## src/rtl/dual_issue_router.sv

```systemverilog
// dual_issue_router
//   Feeds the even/odd issue pipes. Takes one in-order instruction pair
//   per cycle, classifies each slot, and issues the pair in one cycle when
//   that is legal. Otherwise it splits the pair over two cycles and fills
//   the empty pipe with the pipe-specific no-op.
//
// Ports
//   clk, reset               clock, synchronous active-high reset
//   fetch_valid/fetch_ready  pair handshake with fetch
//   fetch_instr0/1, fetch_pc older/younger instruction, PC of instr0
//   stall_in                 hold all issue state and outputs
//   flush                    squash the buffered pair and the outputs
//   instructionEven/Odd      registered pipe instructions
//   even_valid/odd_valid     slot carries a real instruction, not no-op fill
//   issue_pc                 PC of the oldest instruction issued
//
// state     | meaning
// ----------+--------------------------------------------------
// ST_IDLE   | nothing buffered, ready to take a new pair
// ST_SECOND | younger half of a split pair waits to issue
module dual_issue_router #(
  parameter logic [0:31] EVEN_NOP = 32'h4020_0000,
  parameter logic [0:31] ODD_NOP  = 32'h0020_0000
) (
  input  logic        clk,
  input  logic        reset,
  input  logic        fetch_valid,
  output logic        fetch_ready,
  input  logic [0:31] fetch_instr0,
  input  logic [0:31] fetch_instr1,
  input  logic [0:31] fetch_pc,
  input  logic        stall_in,
  input  logic        flush,
  output logic [0:31] instructionEven,
  output logic [0:31] instructionOdd,
  output logic        even_valid,
  output logic        odd_valid,
  output logic [0:31] issue_pc
);

  localparam logic [0:0] ST_IDLE   = 1'b0;
  localparam logic [0:0] ST_SECOND = 1'b1;

  logic [0:0]  state_q, state_d;
  logic [0:31] buf_instr_q, buf_instr_d;
  logic [0:31] buf_pc_q, buf_pc_d;
  logic [0:31] even_q, even_d;
  logic [0:31] odd_q, odd_d;
  logic        even_valid_q, even_valid_d;
  logic        odd_valid_q, odd_valid_d;
  logic [0:31] issue_pc_q, issue_pc_d;

  logic accept;
  logic odd0, odd1, odd_buf;
  logic hazard;

  function automatic logic is_odd(input logic [0:31] instr);
    return (instr[0:3] == 4'b0011) || (instr[0:6] == 7'b0010000);
  endfunction

  always_comb begin
    odd0    = is_odd(fetch_instr0);
    odd1    = is_odd(fetch_instr1);
    odd_buf = is_odd(buf_instr_q);
    // Register-field compare ignores the actual format; a spurious match
    // only costs an extra split cycle.
    hazard  = (odd0 == odd1) ||
              (fetch_instr0[25:31] == fetch_instr1[18:24]) ||
              (fetch_instr0[25:31] == fetch_instr1[11:17]);

    fetch_ready = !reset && !stall_in && !flush && (state_q == ST_IDLE);
    accept      = fetch_valid && fetch_ready;

    state_d      = state_q;
    buf_instr_d  = buf_instr_q;
    buf_pc_d     = buf_pc_q;
    even_d       = even_q;
    odd_d        = odd_q;
    even_valid_d = even_valid_q;
    odd_valid_d  = odd_valid_q;
    issue_pc_d   = issue_pc_q;

    if (flush) begin
      state_d      = ST_IDLE;
      even_d       = EVEN_NOP;
      odd_d        = ODD_NOP;
      even_valid_d = 1'b0;
      odd_valid_d  = 1'b0;
    end else if (stall_in) begin
      // everything holds
    end else if (state_q == ST_SECOND) begin
      state_d      = ST_IDLE;
      even_d       = odd_buf ? EVEN_NOP : buf_instr_q;
      odd_d        = odd_buf ? buf_instr_q : ODD_NOP;
      even_valid_d = !odd_buf;
      odd_valid_d  = odd_buf;
      issue_pc_d   = buf_pc_q;
    end else if (accept) begin
      issue_pc_d = fetch_pc;
      if (hazard) begin
        state_d      = ST_SECOND;
        buf_instr_d  = fetch_instr1;
        buf_pc_d     = fetch_pc + 32'd4;
        even_d       = odd0 ? EVEN_NOP : fetch_instr0;
        odd_d        = odd0 ? fetch_instr0 : ODD_NOP;
        even_valid_d = !odd0;
        odd_valid_d  = odd0;
      end else begin
        // no hazard implies the slots use different pipes
        even_d       = odd0 ? fetch_instr1 : fetch_instr0;
        odd_d        = odd0 ? fetch_instr0 : fetch_instr1;
        even_valid_d = 1'b1;
        odd_valid_d  = 1'b1;
      end
    end else begin
      even_d       = EVEN_NOP;
      odd_d        = ODD_NOP;
      even_valid_d = 1'b0;
      odd_valid_d  = 1'b0;
    end
  end

  always_ff @(posedge clk) begin
    if (reset) begin
      state_q      <= ST_IDLE;
      buf_instr_q  <= '0;
      buf_pc_q     <= '0;
      even_q       <= EVEN_NOP;
      odd_q        <= ODD_NOP;
      even_valid_q <= 1'b0;
      odd_valid_q  <= 1'b0;
      issue_pc_q   <= '0;
    end else begin
      state_q      <= state_d;
      buf_instr_q  <= buf_instr_d;
      buf_pc_q     <= buf_pc_d;
      even_q       <= even_d;
      odd_q        <= odd_d;
      even_valid_q <= even_valid_d;
      odd_valid_q  <= odd_valid_d;
      issue_pc_q   <= issue_pc_d;
    end
  end

  assign instructionEven = even_q;
  assign instructionOdd  = odd_q;
  assign even_valid      = even_valid_q;
  assign odd_valid       = odd_valid_q;
  assign issue_pc        = issue_pc_q;

endmodule
```

## config.mk

```make
export PLATFORM = sky130hd
export DESIGN_NAME = dual_issue_router
export DESIGN_NICKNAME = d
export VERILOG_FILES = /design/src/rtl/dual_issue_router.sv
export SDC_FILE = /design/constraint.sdc
export NUM_CORES = 1
export LEC_CHECK = 0
export CORE_MARGIN = 3
export CORE_UTILIZATION = 50
export DETAILED_ROUTE_END_ITERATION = 8
export PLACE_DENSITY_LB_ADDON = 0.2
export SLEW_MARGIN = 40
export SYNTH_ARGS = -nofsm -noshare
export SYNTH_HDL_FRONTEND = slang
export SYNTH_SLANG_ARGS = --single-unit
```

## constraint.sdc

```tcl
create_clock -name clk -period 2.75 [get_ports clk]
set_input_delay 0.55 -clock clk [delete_from_list [all_inputs] [get_ports clk]]
set_output_delay 0.55 -clock clk [all_outputs]
set_load 0.1 [all_outputs]
```

==> run summary <==
=================================================================================================================
Status .............................................................................................    completed
Layout fillers .....................................................................................        1,259
Synthesized area divided by synthesized cell count .................................................   9.251 um^2
Simple logic cell fraction of the synthesized area .................................................       16.13%
Number of synthesized register bits ................................................................          163
Final core occ .....................................................................................       70.36%
Nets ...............................................................................................        1,159
Die height .........................................................................................     132.7 um
Proportion of synthesized flip-flops having asynchronous set or reset ..............................           0%
Clock sink total ...................................................................................          163
Depth of the most critical reg-to-reg path .........................................................            5
Worst ir drop on vdd ...............................................................................    0.4797 mV
Worst Hold Path EP ................................................................................. buf_pc_q[6]$_SDFFE_PP0P_
Top delay family on crit path ...................................................................... buffers and inverters
Placed wire-length estimate after detailed placement ...............................................    16,410 um
Multiplexer area fraction after synthesis ..........................................................       13.54%
Post-detailed-route via-to-cell ratio ..............................................................        5.984
Reg-to-reg startpoint .............................................................................. state_q$_SDFFE_PP0N_
Reg2reg setup slack ................................................................................      0.73 ns
Cell count after synthesis .........................................................................          867
Hold_buf cts .......................................................................................            0
Type of origin of the critical path ................................................................    input pin
Worst hold stages ..................................................................................            2
Highest net fanout along the worst path ............................................................            3
Biggest area consumer among synthesized cells ...................................................... sky130_fd_sc_hd__dfxtp_1
End of the worst register-to-register path ......................................................... instructionEven[3]$_SDFFE_PP0N_
First-pass GRT wire length .........................................................................    38,930 um
CTS clk-pin slew, worst paths ......................................................................      0.06 ns
Buffers inserted by post-CTS timing repair .........................................................            0
Routed wire per std cell ...........................................................................     18.76 um
CP max-delay cell .................................................................................. sky130_fd_sc_hd__clkdlybuf4s50_1
Initial detailed-routing violation count ...........................................................          665
Worst Hold Launch .................................................................................. buf_pc_q[6]$_SDFFE_PP0P_
Bufs on Longest Clock Path .........................................................................            2
WP data required ...................................................................................      2.20 ns
Sequential share of power ..........................................................................        41.4%
Combined area of all synthesized cells .............................................................    8020 um^2
Insertion delay of the later-clocked pin in the worst-skew pair ....................................      0.42 ns
Final antenna diode count ..........................................................................            0
Total vias in the final route ......................................................................        7,665
Crit path setup slack, layout ......................................................................    0.3858 ns
Slew at the pin closest to its max-slew limit ......................................................    0.6172 ns
Static leakage .....................................................................................     4.202 nW
Die Wd .............................................................................................     132.7 um
Remaining global-route overflow ....................................................................            0
Post-DRT Antenna Nets ..............................................................................            0
Sequential standard cell area ......................................................................    3264 um^2
Achievable frequency ...............................................................................    423.0 MHz
Rows ...............................................................................................           45
Initial antenna violation count ....................................................................            0
Area fraction of the dominant cell type after synthesis ............................................       40.69%
Final max-slew violation count .....................................................................            0
Endpoint kind of the worst setup timing path .......................................................  output port
Largest net degree at the start of global routing ..................................................           58
Dpl ws .............................................................................................   0.07282 ns
Startpoint of the most critical setup path .........................................................        flush
Count of unresolved DRC violations after routing ...................................................            0
Number of failing hold endpoints at the final stage ................................................            0
Area Overhead vs Synth .............................................................................       35.34%
Proportion of layout cells with a drive suffix above 1 .............................................       21.59%
Slew headroom ......................................................................................       58.85%
Maximum cell stage delay along the critical path ...................................................      0.52 ns
Largest cells by area after synthesis .............................................................. sky130_fd_sc_hd__dfxtp_1 (41%), sky130_fd_sc_hd__mux2i_1 (7.7%), sky130_fd_sc_hd__a221oi_1 (6.6%)
Total detailed-routing wirelength ..................................................................    24,030 um
Predominant post-synthesis flop cell ............................................................... sky130_fd_sc_hd__dfxtp_1
Yosys synthesis warning count ......................................................................            0
Number of flops mapped to enable cells by yosys ....................................................            0
Switching component of the power ...................................................................     1.677 mW
Minimum clock period after layout ..................................................................     2.364 ns
Int Power ..........................................................................................     4.340 mW
Cts bufs inserted ..................................................................................           17
RSZ-0062 raised after global routing ...............................................................           no
Count of buffers from port buffering ...............................................................          199
Proportion of total power due to net switching .....................................................       27.87%
Combinational group share of total power ...........................................................        17.9%
Number of iterations in the first detailed-routing pass ............................................            6
Number of nets produced by synthesis ...............................................................          969
Die Outline Area ...................................................................................  17,600 um^2
Effective utilization at floorplan .................................................................       51.99%
GRT Overall Usage ..................................................................................       26.68%
# resized after CTS ................................................................................            0
Max cap viols ......................................................................................            0
Final setup violation count ........................................................................            0
Critical path cell sequence ........................................................................ clkdlybuf4s50_1, nor4_4, buf_4, buf_12
Main combinational cell family by area after synthesis ............................................. compound AO/OA/AOI/OAI gates
Type of the worst setup path ....................................................................... input pin to output port
Area used by multi-input combinational logic .......................................................    4397 um^2
Buf+Inv Stages, Crit Path ..........................................................................            3
Unique cell type count in the Yosys netlist ........................................................           48
Clock Tree Root .................................................................................... sky130_fd_sc_hd__clkbuf_16
Gpl congestion .....................................................................................       0.8544
Share of the synthesized netlist area taken by xor and xnor gates ..................................       4.992%
Core Area ..........................................................................................  15,430 um^2
Data arrival time at the worst-slack endpoint ......................................................      1.81 ns
HP Class ........................................................................................... flop to flop
Part of the cycle the worst path needs .............................................................       85.97%
Clock share of power ...............................................................................        40.7%
Via count of the first global-routing pass .........................................................        7,536
Fin Clk Skew .......................................................................................  0.006764 ns
I/O pins ...........................................................................................          200
H-Tree Depth .......................................................................................            4
Arithmetic-cell share of the synthesized area counting full adders, half adders and majority gates .      0.1560%
CTS tree ...........................................................................................        built
Post-synthesis sequential area ratio ...............................................................       40.69%
Complex-gate fraction of the synthesized area ......................................................       19.36%
P per Cell Area .................................................................................... 554.3 nW/um^2
=================================================================================================================
==> metal layers <==
layer  up-vias  share of wire [%]  GRT usage [%]
met5         -                  0              0
met4         0                2.4          9.642
li1       3625                  -              -
met3        46                8.2          5.627
met1      3610                 42          34.40
met2       384                 47          44.24
==> placed cells by master (no fill, tap or decap), drive strengths merged, types with 5 or more instances in the layout <==
master and instances:
mux2i 62, nand4 69, inv 9, clkinv 5, a221oi 60, clkdlybuf4s50 98
clkbuf 22, nand2 43, o21ai 64, xor2 17, and3 8, nor3 6
nor2 49, nand3 18, buf 154, a21oi 64, nor2b 33, dfxtp 163
mux2 31, xnor2 27, a211oi 34
==> through the flow <==
stage          TNS, ns  cells  total power, mW  hold slack, ns  instance area [um^2]
2_1_floorplan   -2.324    867            3.200          0.4377                  8060
3_3_place_gp         0   1248            3.598          0.4436                 10250
3_5_place_dp         0   1249            3.607          0.4515                 10250
4_1_cts              0   1281            6.043          0.4634                 10850
5_1_grt              0   1281            6.213          0.4856                 10850
6_report             0   1281            6.017          0.4587                 10850
==> cells by family after synthesis <==
| kind of cell | count (synthesis) |
|---|---|
| DFF | 163 |
| and+or+nand+nor | 241 |
| AOI/OAI and AO/OA | 235 |
| xor gates and xnor gates | 44 |
| adders and majority gates | 1 |
| buffers and inverters | 90 |
| muxes | 93 |
==> how the worst max path moves through the flow <==
stage,end,cells past startpoint
2_1_floorplan,buf_instr_q[11]$_SDFFE_PP0P_,6
3_3_place_gp,buf_instr_q[18]$_SDFFE_PP0P_,8
3_5_place_dp,buf_instr_q[17]$_SDFFE_PP0P_,8
4_1_cts,fetch_ready,4
5_1_grt,fetch_ready,4
6_report,fetch_ready,4
==> cells in the mapped netlist, types with 4 or more instances <==
master and instances:
sky130_fd_sc_hd__dfxtp_1 163, sky130_fd_sc_hd__nor2b_1 33, sky130_fd_sc_hd__buf_2 11, sky130_fd_sc_hd__o21ai_0 62, sky130_fd_sc_hd__nand2_1 42, sky130_fd_sc_hd__and2_1 4, sky130_fd_sc_hd__and3_1 8, sky130_fd_sc_hd__nand4_1 69
sky130_fd_sc_hd__inv_1 8, sky130_fd_sc_hd__nand3_1 18, sky130_fd_sc_hd__buf_4 8, sky130_fd_sc_hd__buf_6 4, sky130_fd_sc_hd__xor2_1 16, sky130_fd_sc_hd__mux2_4 31, sky130_fd_sc_hd__nor2_1 49, sky130_fd_sc_hd__a221oi_1 60
sky130_fd_sc_hd__xnor2_1 26, sky130_fd_sc_hd__a211oi_1 34, sky130_fd_sc_hd__mux2i_1 62, sky130_fd_sc_hd__nor3_1 4, sky130_fd_sc_hd__clkbuf_1 55, sky130_fd_sc_hd__a21oi_1 64
==> worst reg2reg max path, stage by stage (launching register included) <==
cell and delay (ns):
sky130_fd_sc_hd__dfxtp_2 0.39, sky130_fd_sc_hd__buf_4 0.53, sky130_fd_sc_hd__and2_1 0.36, sky130_fd_sc_hd__buf_4 0.33
sky130_fd_sc_hd__a221oi_1 0.16, sky130_fd_sc_hd__a21oi_1 0.19
==> flip-flops by register name, summed over array words and instances (netlist names) <==
| name | cells |
|---|---|
| buf_pc_q | 32 |
| instructionEven | 32 |
| state_q | 1 |
| issue_pc | 32 |
| instructionOdd | 32 |
| buf_instr_q | 32 |
| odd_valid | 1 |
| even_valid | 1 |
==> power by group through the flow <==
stage                     logic [mW]  clock network (mW)  registers, mW
after floorplan                0.333                   0           2.87
after global placement          1.06                   0           2.54
after detailed placement        1.07                   0           2.54
after CTS                       1.07                2.48           2.49
after global routing            1.13                2.58           2.50
final                           1.08                2.45           2.49
==> final cells by class <==
type	count	area share [%]
clock buffers	22	4.092
clock inverters	10	1.441
inverters	9	0.3112
multi-input cells	614	40.51
flip-flops and latches	163	30.07
well taps	211	2.432
repair buffers	252	21.14
No activity file was read; power rests on OpenSTA's default activity.
